<file path="src/rtl/mem_arbiter.sv">
// Round-robin arbiter putting two single-byte masters onto one shared RAM port.
// Each transaction is IDLE -> ACCESS -> RESP. The RAM samples on the falling edge inside ACCESS.
module mem_arbiter #(
  parameter int DATAWIDTH   = 8,
  parameter int ADRESSWIDTH = 12
) (
  input  logic                   clock,
  input  logic                   reset,
  input  logic                   m0_req,
  input  logic                   m0_we,
  input  logic [ADRESSWIDTH-1:0] m0_address,
  input  logic [DATAWIDTH-1:0]   m0_dataout,
  output logic [DATAWIDTH-1:0]   m0_datain,
  output logic                   m0_ack,
  input  logic                   m1_req,
  input  logic                   m1_we,
  input  logic [ADRESSWIDTH-1:0] m1_address,
  input  logic [DATAWIDTH-1:0]   m1_dataout,
  output logic [DATAWIDTH-1:0]   m1_datain,
  output logic                   m1_ack,
  output logic [ADRESSWIDTH-1:0] ram_address,
  output logic                   ram_we,
  output logic [DATAWIDTH-1:0]   ram_dataout,
  input  logic [DATAWIDTH-1:0]   ram_datain,
  output logic                   busy,
  output logic                   grant
);

  typedef enum logic [1:0] {IDLE, ACCESS, RESP} state_t;

  state_t                 state_q, state_d;
  logic                   last_q, last_d;
  logic                   grant_q, grant_d;
  logic [ADRESSWIDTH-1:0] ram_address_q, ram_address_d;
  logic                   ram_we_q, ram_we_d;
  logic [DATAWIDTH-1:0]   ram_dataout_q, ram_dataout_d;
  logic [DATAWIDTH-1:0]   m0_datain_q, m0_datain_d;
  logic [DATAWIDTH-1:0]   m1_datain_q, m1_datain_d;
  logic                   m0_ack_q, m0_ack_d;
  logic                   m1_ack_q, m1_ack_d;
  logic                   sel;

  always_ff @(posedge clock) begin
    if (reset) begin
      state_q       <= IDLE;
      last_q        <= 1'b1;
      grant_q       <= 1'b0;
      ram_address_q <= '0;
      ram_we_q      <= 1'b0;
      ram_dataout_q <= '0;
      m0_datain_q   <= '0;
      m1_datain_q   <= '0;
      m0_ack_q      <= 1'b0;
      m1_ack_q      <= 1'b0;
    end else begin
      state_q       <= state_d;
      last_q        <= last_d;
      grant_q       <= grant_d;
      ram_address_q <= ram_address_d;
      ram_we_q      <= ram_we_d;
      ram_dataout_q <= ram_dataout_d;
      m0_datain_q   <= m0_datain_d;
      m1_datain_q   <= m1_datain_d;
      m0_ack_q      <= m0_ack_d;
      m1_ack_q      <= m1_ack_d;
    end
  end

  always_comb begin
    state_d       = state_q;
    last_d        = last_q;
    grant_d       = grant_q;
    ram_address_d = ram_address_q;
    ram_dataout_d = ram_dataout_q;
    m0_datain_d   = m0_datain_q;
    m1_datain_d   = m1_datain_q;
    ram_we_d      = 1'b0;
    m0_ack_d      = 1'b0;
    m1_ack_d      = 1'b0;
    sel           = 1'b0;
    case (state_q)
      IDLE: begin
        if (m0_req || m1_req) begin
          // On a tie the master not served last wins; otherwise the lone requester.
          sel           = (m0_req && m1_req) ? ~last_q : m1_req;
          grant_d       = sel;
          last_d        = sel;
          ram_address_d = sel ? m1_address : m0_address;
          ram_dataout_d = sel ? m1_dataout : m0_dataout;
          ram_we_d      = sel ? m1_we : m0_we;
          state_d       = ACCESS;
        end
      end
      ACCESS: begin
        if (grant_q) begin
          m1_datain_d = ram_datain;
          m1_ack_d    = 1'b1;
        end else begin
          m0_datain_d = ram_datain;
          m0_ack_d    = 1'b1;
        end
        state_d = RESP;
      end
      RESP:    state_d = IDLE;
      default: state_d = IDLE;
    endcase
  end

  assign m0_datain   = m0_datain_q;
  assign m1_datain   = m1_datain_q;
  assign m0_ack      = m0_ack_q;
  assign m1_ack      = m1_ack_q;
  assign ram_address = ram_address_q;
  assign ram_we      = ram_we_q;
  assign ram_dataout = ram_dataout_q;
  assign busy        = (state_q != IDLE);
  assign grant       = grant_q;

endmodule

</file>
<file path="config.mk">
export PLATFORM = sky130hd
export DESIGN_NAME = mem_arbiter
export DESIGN_NICKNAME = d
export VERILOG_FILES = /design/src/rtl/mem_arbiter.sv
export SDC_FILE = /design/constraint.sdc
export NUM_CORES = 1
export LEC_CHECK = 0
export CAP_MARGIN = 0
export CORE_UTILIZATION = 39
export CTS_CLUSTER_DIAMETER = 150
export DETAILED_ROUTE_END_ITERATION = 8
export MAX_ROUTING_LAYER = met4
export PLACE_DENSITY = 0.91
export SETUP_SLACK_MARGIN = 0.02
export SYNTH_ARGS = -nofsm -noshare
export SYNTH_HDL_FRONTEND = slang
export SYNTH_SLANG_ARGS = --single-unit
</file>
<file path="constraint.sdc">
create_clock -name clock -period 1.4 [get_ports clock]
set_input_delay 0.21 -clock clock [delete_from_list [all_inputs] [get_ports clock]]
set_output_delay 0.21 -clock clock [all_outputs]
set_load 0.1 [all_outputs]
</file>
==> impl_metrics.yaml <==
clocking:
  cts_hold_buf: 0
  clk_pin_slew_ps: 70
  cts_made_buffers: 5
  clock_path_buffers: 2
  cts_tree: "yes"
  h-tree-depth: 2
  clk_latency_ps: 280
  cts_sinks: 43
  clockRootBuffer: "clkbuf_8"
critical_path:
  worstPathMaxFanout: 4
  cp-end-kind: "output port"
  rrSetupSlack_ps: 120
  crit_required_ps: 1190
  path_cells: "nor2_4 > clkinvlp_4 > buf_12"
  critPathSlowestCell: "dfxtp_4"
  critPathKind: "reg2out"
  worstSetupStartpointType: "register"
  cp_data_arrival_time_ps: 1170
  critical-path-max-stage-delay_ps: 350
  cp.buffers_inverters: 2
  crit_family: "flip-flops"
floorplan:
  initial_utilization_pct: 40.8
  row_count: 24
  die_area_sq_um: 4830
  dieHeight_microns: 69.5
  ios: 95
  die_w_microns: 69.5
  coreArea_sq_um: 4350
placed_design:
  placed_cell_area_sq_um: 3230
  portBuffers: 94
  dp_cells: 332
  gp_congestion: 0.746
  place_hpwl_mm: 3.63
yosys:
  synthFlopType: "dfxtp_1"
  synth_nets: 248
  synth_edf_count: 0
  netlist_instances: 194
  synth_seq_cells: 43
  yosys_warnings: 0
  syn_area_per_cell_sq_um: 9.16
  synth_cell_types: 22
  syn_area_sq_um: 1780
  ys_seq_area_share_pct: 48.5
  yosys.area.top_type: "dfxtp_1"
  synth_area_leaders: "dfxtp_1, mux2i_1, nand2_1"
  ys_async_sr_fraction_pct: 0
  synth_top_area_share_pct: 48.5
pwr:
  power_mw: 3.90
  p_leak_nw: 1.41
  peakVddDrop_uv: 663
  powerDensity_nw_per_um2: 1150
routing:
  totalWireLength_mm: 5.05
  vias: 1746
  avgRoutedWirePerCell_microns: 14.7
  drc: 0
  ant_nets: 0
  firstDrtPassIters: 4
  drtIter0Drc: 72
  vias_per_cell: 5.09
sta:
  max_slew_margin_pct: 80.7
  drv_slew: 0
  worstMarginPinSlew_ps: 290
  min_period_ps: 1380
  clock.fmax_ghz: 0.726
  rsz0062_at_grt: "yes"
  tns_ps: 0
  finalCritPeriodShare_pct: 98.3
  hold_slack_ps: 305
  setup_viol: 0
  fin_skew_ps: 2.52
  hold_violations: 0
global_route:
  grt_pass1_vias: 1790
  grt_antenna_before_repair: 0
  overflow: 0
  grt_max_degree: 27
  grt_pass1_wl_mm: 8.39
  grtUsageTotal_pct: 22.1
run_status:
  status: "finished, final reports clean"
finish:
  area_growth_syn_to_layout_pct: 91.1
  nets: 345
  final_common_cell: "clkdlybuf4s50_1"
  diodes: 0
  instances_no_fill: 343
  drive_gt1_share_pct: 26.8
  fill_cells: 267
  design_area_sq_um: 3400
  mostFrequentLayoutCells: "clkdlybuf4s50_1, buf_12, nand2_1"
run:
  cap_viol_max_count: 0
worst_hold_path:
  holdCritPathClass: "in2reg"
[registers in the layout, summed over array words and instances, names as in the netlist]
register / count
ram_we: 1
m1_datain: 8
ram_address: 12
grant: 1
ram_dataout: 8
state_q: 2
m0_ack: 1
m1_ack: 1
last_q: 1
m0_datain: 8
[kinds of logic after synthesis]
family / after synthesis / share of synthesized area (%)
compound gates: 45 / 19.2
buf+inv: 18 / 6.20
flops: 43 / 48.5
mux: 17 / 9.58
simple gates: 71 / 16.5
[worst register-to-register path: stages (launching register included)]
cell	delay, ps
dfxtp_4	350
nor2_4	180
clkinvlp_4	160
nor2_2	150
buf_12	180
a311oi_2	120
[report_power, final]
part	leakage, nW	switching, mW	internal [mW]
Combinational	1.01	1.01	0.685
Sequential	0.355	0.110	1.33
Clock	0.0470	0.379	0.387
Total	1.41	1.50	2.40
[metrics by stage]
stage          setup slack, ps  util, %
6_report                  23.4     78.0
3_3_place_gp              -144     74.1
3_5_place_dp              -276     74.1
5_1_grt                  -28.1     78.0
2_1_floorplan             -190        -
4_1_cts                   11.0     76.5
[cells in the mapped netlist, types with 2 or more instances]
| master | number |
|---|---|
| a21oi_1 | 21 |
| a311oi_1 | 16 |
| a311oi_2 | 4 |
| buf_2 | 4 |
| buf_4 | 6 |
| buf_6 | 2 |
| clkbuf_1 | 5 |
| dfxtp_1 | 43 |
| mux2i_1 | 17 |
| nand2_1 | 43 |
| nor2_1 | 20 |
| nor2b_1 | 2 |
| nor3b_1 | 2 |
[final cells by class]
| type | instances | area [sq um] | share of cell area [%] |
|---|---|---|---|
| Timing Repair Buffer | 107 | 1530 | 45.1 |
| Tap cell | 52 | 65.1 | 1.92 |
| Sequential cell | 43 | 867 | 25.5 |
| Inverter | 1 | 7.51 | 0.221 |
| Clock buffer | 6 | 82.6 | 2.43 |
| Multi-Input combinational cell | 133 | 836 | 24.6 |
| Clock inverter | 1 | 5.00 | 0.147 |
[layer usage]
| layer | up-vias | wire [microns] | share of wire (%) | global-route usage [%] |
|---|---|---|---|---|
| li1 | 872 | - | - | - |
| met1 | 800 | 2050 | 41 | 25.9 |
| met2 | 70 | 2710 | 54 | 38.9 |
| met3 | 4 | 257 | 5.1 | 4.07 |
| met4 | 0 | 31 | 0.61 | 5.90 |
| met5 | - | 0 | 0 | - |
[path summary, 6_finish.rpt]
check | from | endpoint | cells past startpoint
max | state_q[0] | busy | 3
max reg2reg | state_q[0] | ram_address[5] | 5
min | reset | state_q[0] | 2
min reg2reg | state_q[1] | state_q[1] | 1
[repair_timing]
| action | in CTS | in global routing |
|---|---|---|
| gates resized for setup | 1 | 8 |
| cloned | 0 | 1 |
| pin swaps | 1 | 4 |
| endpoints found under the setup margin | 13 | 21 |
| setup buffers | 2 | 1 |
Power figures use the tool's default switching activity.
